### config.mk
export PLATFORM = sky130hd
export DESIGN_NAME = jesd_lmfc_gen
export DESIGN_NICKNAME = d
export VERILOG_FILES = /design/src/rtl/jesd_pkg.sv /design/src/rtl/jesd_sysref_sync.sv /design/src/rtl/jesd_lmfc_gen.sv
export SDC_FILE = /design/constraint.sdc
export NUM_CORES = 1
export LEC_CHECK = 0
export BUFFER_PORTS_ARGS = -buffer_cell sky130_fd_sc_hd__buf_2
export CAP_MARGIN = 20
export CORE_MARGIN = 2
export CORE_UTILIZATION = 25
export CTS_BUF_LIST = sky130_fd_sc_hd__clkbuf_16
export CTS_CLUSTER_DIAMETER = 40
export DETAILED_ROUTE_END_ITERATION = 10
export PLACE_DENSITY_LB_ADDON = 0.3
export SLEW_MARGIN = 10
export SYNTH_ARGS = -nofsm -noshare
export SYNTH_HDL_FRONTEND = slang
export SYNTH_SLANG_ARGS = --single-unit
### constraint.sdc
create_clock -name coreclk -period 2.1 [get_ports coreclk]
set_input_delay 0.105 -clock coreclk [delete_from_list [all_inputs] [get_ports coreclk]]
set_output_delay 0.105 -clock coreclk [all_outputs]
set_load 0.01 [all_outputs]
### src/rtl/jesd_pkg.sv
// Shared types and default sizing for the JESD LMFC generator slice.
// Latency: n/a (package only).
// Backpressure: n/a (package only).
package jesd_pkg;

  // WAIT: counter free-runs, waiting for the first SYSREF edge.
  // ALIGNED: phase set by SYSREF; later edges are checked against it.
  // LOCKED: one-shot alignment done; later SYSREF edges are ignored.
  typedef enum logic [1:0] {
    ST_WAIT    = 2'd0,
    ST_ALIGNED = 2'd1,
    ST_LOCKED  = 2'd2
  } lmfc_state_t;

  localparam int LMFC_PERIOD_DEF = 16;
  localparam int CNT_W_DEF       = 8;
  localparam int SYNC_STAGES_DEF = 2;

endpackage

### src/rtl/jesd_sysref_sync.sv
// SYSREF synchroniser plus rising-edge detector on coreclk.
// Latency: sysref_edge is high in the cycle after SYNC_STAGES edges have seen sysref_i=1.
// Backpressure: none; sysref_edge is a one-cycle pulse per rising edge.
//
// Ports:
//   coreclk      in   core clock
//   rst_n        in   async active-low reset; all flops clear to 0
//   sysref_i     in   raw SYSREF from the board
//   sysref_edge  out  one-cycle pulse on a synchronised rising edge
module jesd_sysref_sync
  import jesd_pkg::*;
#(
  parameter int SYNC_STAGES = SYNC_STAGES_DEF
) (
  input  logic coreclk,
  input  logic rst_n,
  input  logic sysref_i,
  output logic sysref_edge
);

  logic [SYNC_STAGES-1:0] sync_q;
  logic                   last_q;

  // Clearing the chain to 0 means a SYSREF already high when reset releases
  // still produces exactly one edge.
  always_ff @(posedge coreclk or negedge rst_n) begin
    if (!rst_n) begin
      sync_q <= '0;
      last_q <= 1'b0;
    end else begin
      sync_q <= {sync_q[SYNC_STAGES-2:0], sysref_i};
      last_q <= sync_q[SYNC_STAGES-1];
    end
  end

  // Decoded straight from flops so the top level can act on the very next edge.
  assign sysref_edge = sync_q[SYNC_STAGES-1] & ~last_q;

endmodule

### src/rtl/jesd_lmfc_gen.sv
// LMFC phase counter with SYSREF alignment, boundary pulse and sticky status flags.
// Latency: sysref_i sampled high -> lmfc_cnt_o==offset after SYNC_STAGES+1 coreclk edges.
// Backpressure: none; the counter free-runs and SYSREF events are never stalled.
//
// Ports:
//   coreclk            in   core clock, single domain
//   rst_n              in   async active-low reset
//   sysref_i           in   raw SYSREF
//   cfg_oneshot_i      in   1: align on first SYSREF only
//   cfg_lmfc_offset_i  in   counter value loaded at alignment (0 if out of range)
//   clear_i            in   clear sticky flags, return to WAIT
//   lmfc_cnt_o         out  LMFC phase 0..LMFC_PERIOD-1
//   lmfc_edge_o        out  high while lmfc_cnt_o==0
//   lmfc_aligned_o     out  state is ALIGNED or LOCKED
//   sysref_seen_o      out  sticky: SYSREF edge seen
//   sysref_misalign_o  out  sticky: off-phase SYSREF while ALIGNED
module jesd_lmfc_gen
  import jesd_pkg::*;
#(
  parameter int LMFC_PERIOD = LMFC_PERIOD_DEF,
  parameter int CNT_W       = CNT_W_DEF,
  parameter int SYNC_STAGES = SYNC_STAGES_DEF
) (
  input  logic             coreclk,
  input  logic             rst_n,
  input  logic             sysref_i,
  input  logic             cfg_oneshot_i,
  input  logic [CNT_W-1:0] cfg_lmfc_offset_i,
  input  logic             clear_i,
  output logic [CNT_W-1:0] lmfc_cnt_o,
  output logic             lmfc_edge_o,
  output logic             lmfc_aligned_o,
  output logic             sysref_seen_o,
  output logic             sysref_misalign_o
);

  localparam logic [CNT_W-1:0] CNT_LAST = CNT_W'(LMFC_PERIOD - 1);
  // One bit wider so LMFC_PERIOD == 2**CNT_W is representable.
  localparam logic [CNT_W:0]   PERIOD_X = (CNT_W + 1)'(LMFC_PERIOD);

  lmfc_state_t      state;
  logic [CNT_W-1:0] cnt_q;
  logic [CNT_W-1:0] cnt_inc;
  logic [CNT_W-1:0] off_eff;
  logic [CNT_W-1:0] off_prev;
  logic             phase_ok;
  logic             aligned_q;
  logic             seen_q;
  logic             misalign_q;
  logic             sysref_edge;

  jesd_sysref_sync #(
    .SYNC_STAGES (SYNC_STAGES)
  ) u_sync (
    .coreclk     (coreclk),
    .rst_n       (rst_n),
    .sysref_i    (sysref_i),
    .sysref_edge (sysref_edge)
  );

  assign cnt_inc = (cnt_q == CNT_LAST) ? '0 : cnt_q + CNT_W'(1);

  // Out-of-range offsets fall back to phase 0.
  assign off_eff = ({1'b0, cfg_lmfc_offset_i} < PERIOD_X) ? cfg_lmfc_offset_i : '0;

  // A SYSREF is in phase when the counter is one step short of the offset,
  // i.e. its natural advance lands exactly where a reload would put it.
  assign off_prev = (off_eff == '0) ? CNT_LAST : off_eff - CNT_W'(1);
  assign phase_ok = (cnt_q == off_prev);

  always_ff @(posedge coreclk or negedge rst_n) begin
    if (!rst_n) begin
      state      <= ST_WAIT;
      cnt_q      <= '0;
      aligned_q  <= 1'b0;
      seen_q     <= 1'b0;
      misalign_q <= 1'b0;
    end else begin
      cnt_q <= cnt_inc;
      // clear_i takes priority; a coincident SYSREF edge is dropped.
      if (clear_i) begin
        state      <= ST_WAIT;
        aligned_q  <= 1'b0;
        seen_q     <= 1'b0;
        misalign_q <= 1'b0;
      end else if (sysref_edge) begin
        case (state)
          ST_WAIT: begin
            cnt_q     <= off_eff;
            seen_q    <= 1'b1;
            aligned_q <= 1'b1;
            state     <= cfg_oneshot_i ? ST_LOCKED : ST_ALIGNED;
          end
          ST_ALIGNED: begin
            seen_q <= 1'b1;
            if (!phase_ok) begin
              misalign_q <= 1'b1;
              cnt_q      <= off_eff;
            end
          end
          ST_LOCKED: begin
          end
          default: begin
            state     <= ST_WAIT;
            aligned_q <= 1'b0;
          end
        endcase
      end
    end
  end

  assign lmfc_cnt_o        = cnt_q;
  // Gated by reset so every output reads 0 while rst_n is low.
  assign lmfc_edge_o       = rst_n & (cnt_q == '0);
  assign lmfc_aligned_o    = aligned_q;
  assign sysref_seen_o     = seen_q;
  assign sysref_misalign_o = misalign_q;

endmodule

### Yosys cells after proc, flatten, opt, wreduce, memory -nomap -nowiden

Index checks and enable logic that the tools add are counted.

* register bits after elaboration: 16
* word-level logic and storage cells: 51
* input port bits: 13
* output and inout bits: 12

* multiplexer cells: 21
* equality and inequality tests: 6
* order comparisons: 1
* reduce and logical (&&, ||, !) cells: 11
* add/subtract/negate cells: 2
* bitwise gates (word level): 3

Operator list (number)
* 8-bit two-way mux: 6
* 8-bit logical NOT: 2
* 8-bit one-hot mux with 2 select lines: 1
* 1-bit two-way mux: 9
* 8-bit by 1-bit adder with 8-bit output, second input constant: 1
* 8-bit by 4-bit == test with 1-bit output, second input constant: 1
* 8-bit == test: 1
* 8-bit by 5-bit < comparator with 1-bit output, second input constant: 1
* 8-bit by 1-bit subtractor with 8-bit output, second input constant: 1
* 2-bit two-way mux: 3
* 2-bit nonzero test: 3
* 2-bit one-hot mux with 2 select lines: 1
* 2-bit AND reduction: 2
* 2-bit OR reduction: 2
* 3-bit AND reduction: 1
* 1-bit bitwise AND: 2
* 2-bit by 1-bit == test with 1-bit output, second input constant: 1
* 2-bit == test, second input constant: 1
* 2-bit logical NOT: 1
* 2-bit by 1-bit != test with 1-bit output, second input constant: 1
* 2-bit != test, second input constant: 1
* 1-bit one-hot mux with 2 select lines: 1
* 1-bit NOT: 1

### Depth between registers and ports, before layout

* word-level depth: 9
* gate-level depth with buffers: 11
* depth with buffers taken out: 9

### Modules after synthesis

Synthesis repeated with hierarchy kept, for this count alone.

* cell total of the unflattened synthesis: 130
* area, all modules: 1197.4 um^2

Modules (own cells, without submodules)
* jesd_lmfc_gen: cells an instance 126, area each 1108.6 um^2, instances 1, sequential area each 325.3 um^2
* jesd_sysref_sync: cells an instance 4, area each 88.8 um^2, instances 1, sequential area each 75.1 um^2

### Worst setup path before layout

OpenSTA, ideal clock, no wires.

* kind: input to register
* from: in cfg_lmfc_offset_i[6]
* to: reg cnt_q[4] (netlist: lmfc_cnt_o[4])
* slack: -0.169 ns
* setup time: 0.120 ns
* data required time: 1.980 ns
* path buffers: 2
* data arrival time: 2.149 ns
* stages: 10
* path through: nor4_4 nand2_1 ha_1 buf_1 or3_1 o21ai_0 a221oi_2 and2_1 buf_4 a31o_1

* longest elaborated chain between the ends: 9
* elaborated cells between the ends (all ways): 10
* those cells by class: 1 x add/sub; 1 x order compare; 1 x eq/ne; 6 x mux; 1 x reduce/logical

Ends and longest elaborated chain
* from (decl): RTL line jesd_lmfc_gen.sv:28 `input logic [CNT_W-1:0] cfg_lmfc_offset_i,`
* 8-bit by 5-bit < comparator with 1-bit output: RTL line jesd_lmfc_gen.sv:64 `assign off_eff = ({1'b0, cfg_lmfc_offset_i} < PERIOD_X) ? cfg_lmfc_offset_i : '0;`
* 8-bit two-way mux (*): RTL line jesd_lmfc_gen.sv:64
* 8-bit by 1-bit subtractor with 8-bit output or 8-bit logical NOT (tied branches): RTL line jesd_lmfc_gen.sv:68 `assign off_prev = (off_eff == '0) ? CNT_LAST : off_eff - CNT_W'(1);`
* 8-bit two-way mux: RTL line jesd_lmfc_gen.sv:68
* 8-bit == test: RTL line jesd_lmfc_gen.sv:69 `assign phase_ok = (cnt_q == off_prev);`
* 8-bit two-way mux: RTL line jesd_lmfc_gen.sv:96 `if (!phase_ok) begin`
* 8-bit one-hot mux with 2 select lines (*): RTL line jesd_lmfc_gen.sv:87 `case (state)`
* 8-bit two-way mux (*): RTL line jesd_lmfc_gen.sv:86 `end else if (sysref_edge) begin`
* 8-bit two-way mux (*): RTL line jesd_lmfc_gen.sv:81 `if (clear_i) begin`
* to (signal assigned): RTL line jesd_lmfc_gen.sv:79 `cnt_q <= cnt_inc;`
* to (decl): RTL line jesd_lmfc_gen.sv:42 `logic [CNT_W-1:0] cnt_q;`

Every way passes the cells marked *; elsewhere a longest branch is shown, timed or not.
A chain may end at the register's enable or synchronous reset.

### Worst setup path after layout

* from: in cfg_lmfc_offset_i[5]
* to: reg cnt_q[3] (netlist: lmfc_cnt_o[3])

Same word-level chain as after synthesis.

==> flow_metrics.env <==
export IMPL_status="complete, no violations"
export IMPL_clk_latency_ns=0.24
export IMPL_slowest_stage="nor4_4"
export IMPL_dp_hpwl_mm=2.51
export IMPL_cts_buffers=3
export IMPL_post_route_period_util=0.931
export IMPL_maxCapViolations=0
export IMPL_ant_nets=0
export IMPL_crit_fanout=6
export IMPL_track_usage=0.130
export IMPL_clkTransAtPathRegs_ns=0.05
export IMPL_hp_class="primary input to register"
export IMPL_fp_dieArea_sq_mm=0.00544
export IMPL_hold_ws_ns=0.102
export IMPL_p_comb_frac=0.440
export IMPL_clock_sinks=16
export IMPL_relSlewSlack=0.670
export IMPL_synthFlopType="dfrtp_1"
export IMPL_syn_area_per_cell_sq_um=8.70
export IMPL_ys_seq_area_frac=0.329
export IMPL_via_per_inst=5.06
export IMPL_dp_slack_ns=-0.136
export IMPL_wl_per_cell_um=13.9
export IMPL_grt_max_degree=17
export IMPL_slew_violations=0
export IMPL_rows=25
export IMPL_clkPwrFrac=0.251
export IMPL_synthCells=140
export IMPL_crit_path_start_kind="primary input"
export IMPL_max_vdd_ir_drop_mv=0.371
export IMPL_timing_fmax_ghz=0.512
export IMPL_antenna_found_initial=0
export IMPL_first_global_vias=1111
export IMPL_antennaDiodeCount=0
export IMPL_stdcell_area_sq_mm=0.00161
export IMPL_clockBufferDepth=2
export IMPL_ys_warn_count=0
export IMPL_nets=192
export IMPL_drt_iter0_drc=57
export IMPL_place_gp_congestion=0.818
export IMPL_cts_tree="built"
export IMPL_overflow=0
export IMPL_postCtsSetupRepairBufs=0
export IMPL_yosysTopAreaCell="dfrtp_1"
export IMPL_syn_num_nets=159
export IMPL_synth_most_common_cell="dfrtp_1"
export IMPL_holdPathStages=2
export IMPL_fin_crit_ns=1.95
export IMPL_powerDensity_mw_per_mm2=891
export IMPL_synth_cell_type_count=45
export IMPL_setup_viol=0
export IMPL_dr_pass1_iters=4
export IMPL_num_vias=1204
export IMPL_synth_area_leaders="dfrtp_1, ha_1, o21ai_0"
export IMPL_drc_errors=0
export IMPL_pin_count=25
export IMPL_dpl_cell_count=233
export IMPL_fin_skew_ns=0.00175
export IMPL_critPathKind="primary input to register"
export IMPL_synth_edf_count=0
export IMPL_required_ns=2.22
export IMPL_grt_pass1_wl_mm=5.51
export IMPL_netlist_top_cells_count="dfrtp_1, inv_1, nand2_1"
export IMPL_total_leakage_power_nw=0.643
export IMPL_design_power_total_mw=1.44
export IMPL_p_switching_mw=0.541
export IMPL_power_frac_seq=0.309
export IMPL_rsz0062_at_grt="yes"
export IMPL_drive_above_1_share=0.292
export IMPL_critical_path_max_stage_delay_ns=0.34
export IMPL_end_kind="register"
export IMPL_instances_no_fill=238
export IMPL_die_h_um=73.8
export IMPL_crit_chain="buf_2 -> nor4_4 -> nand2_2 -> ha_4 -> xor2_1 -> o21ai_1 -> nor4b_1 -> o2111a_2 -> and2_4 -> o31ai_1"
export IMPL_clockRootBuffer="clkbuf_16"
export IMPL_wl_mm=3.32
export IMPL_dieWidth_um=73.8
export IMPL_synth_top_cell_area_share=0.329
export IMPL_tightest_slew_ns=0.491
export IMPL_rr_worst_depth=6
export IMPL_syn_to_final_growth_pct=32.5
export IMPL_hold_violations=0
export IMPL_numPortBuffers=24
export IMPL_finalWorstSetupSlack_ns=0.145
export IMPL_ys_ff_latch=16
export IMPL_swShare=0.376
export IMPL_cp_arrival_ns=2.07
export IMPL_syn_cell_area_sq_mm=0.00122
export IMPL_start_util=0.258
export IMPL_postSynth_asyncResetShare=1.00
export IMPL_ctsHtreeMaxLevel=1
export IMPL_place_area_sq_mm=0.00151
export IMPL_core_area_sq_mm=0.00472
export IMPL_internal_power_mw=0.896
==> cell families (layout without fill, tap and decap cells) <==
family	after synthesis	in the layout	share of synthesized area
buf+inv	19	50	0.0627
flops	16	16	0.329
fa+ha+maj	6	6	0.0617
xor+xnor	5	5	0.0360
mux	2	2	0.0164
simple gates	46	46	0.216
compound gates	46	46	0.279
==> power groups by stage <==
stage | clock network [mW] | registers, mW | logic [mW]
after floorplan | 0 | 0.429 | 0.441
after global placement | 0 | 0.454 | 0.624
after detailed placement | 0 | 0.450 | 0.620
after CTS | 0.366 | 0.446 | 0.628
after global routing | 0.386 | 0.453 | 0.708
final | 0.361 | 0.444 | 0.632
==> critical path, delay by kind of cell <==
kind                       cells  cell delay (ns)
AOI/OAI and AO/OA              3             0.47
xor gates and xnor gates       1             0.12
adders and majority gates      1             0.28
buffers and inverters          1             0.12
and+or+nand+nor                4             0.95
==> timing repair <==
action,CTS,global route
resized for setup,0,2
hold endpoints to repair,17,0
endpoints found under the setup margin,0,3
hold buffers,2,0
==> final timing paths <==
| check | start | endpoint | slack (ns) |
|---|---|---|---|
| setup / recovery | cfg_lmfc_offset_i[5] | lmfc_cnt_o[3] | 0.15 |
| setup reg to reg | lmfc_cnt_o[3] | lmfc_cnt_o[3] | 0.19 |
| min in group asynchronous | rst_n | sysref_misalign_o | 0.37 |
| hold / removal | clear_i | state[1] | 0.10 |
| max in group asynchronous | rst_n | lmfc_cnt_o[5] | 1.54 |
| hold reg to reg | u_sync.sync_q[0] | u_sync.sync_q[1] | 0.35 |
==> state kept, by name, summed over array words and instances, names as in the netlist <==
register           flops
lmfc_cnt_o             8
state                  2
u_sync.sync_q          2
lmfc_aligned_o         1
sysref_misalign_o      1
sysref_seen_o          1
u_sync.last_q          1
==> routing by layer <==
metal | vias up | GRT usage | routed length (um)
met5 | - | 0 | 0
met4 | 0 | 0.0404 | 48
met3 | 8 | 0.0151 | 143
met2 | 44 | 0.193 | 1430
met1 | 551 | 0.194 | 1700
li1 | 601 | - | -
==> area by class of cell <==
class	instances	area [sq um]
Inverter	11	41.3
Clock buffer	3	75.1
Sequential cell	16	400
Multi-Input combinational cell	105	797
Fill cell	502	3110
Tap cell	67	83.8
Timing Repair Buffer	36	215
==> stage by stage <==
| stage | util | TNS, ns |
|---|---|---|
| after floorplan | - | -0.561 |
| after global placement | 0.319 | -0.951 |
| after detailed placement | 0.319 | -0.737 |
| after CTS | 0.339 | 0 |
| after global routing | 0.341 | -0.0406 |
| final | 0.341 | 0 |
==> layout by cell type (no fill, tap or decap), types with 3 or more instances in the layout <==
master,synthesis,layout
nor2_1,8,8
a41oi_1,4,4
o21ai_1,2,3
o21ai_0,9,7
a21oi_1,6,6
dfrtp_1,16,16
o22ai_1,3,3
nand3_1,3,3
xnor2_1,4,4
nor4_1,5,5
ha_1,6,4
buf_4,1,10
clkbuf_16,0,3
buf_2,1,24
o31ai_1,4,4
inv_1,11,11
o2bb2ai_1,3,3
nand2_1,11,9
nor3_1,5,5
No activity file was read; power rests on OpenSTA's default activity.
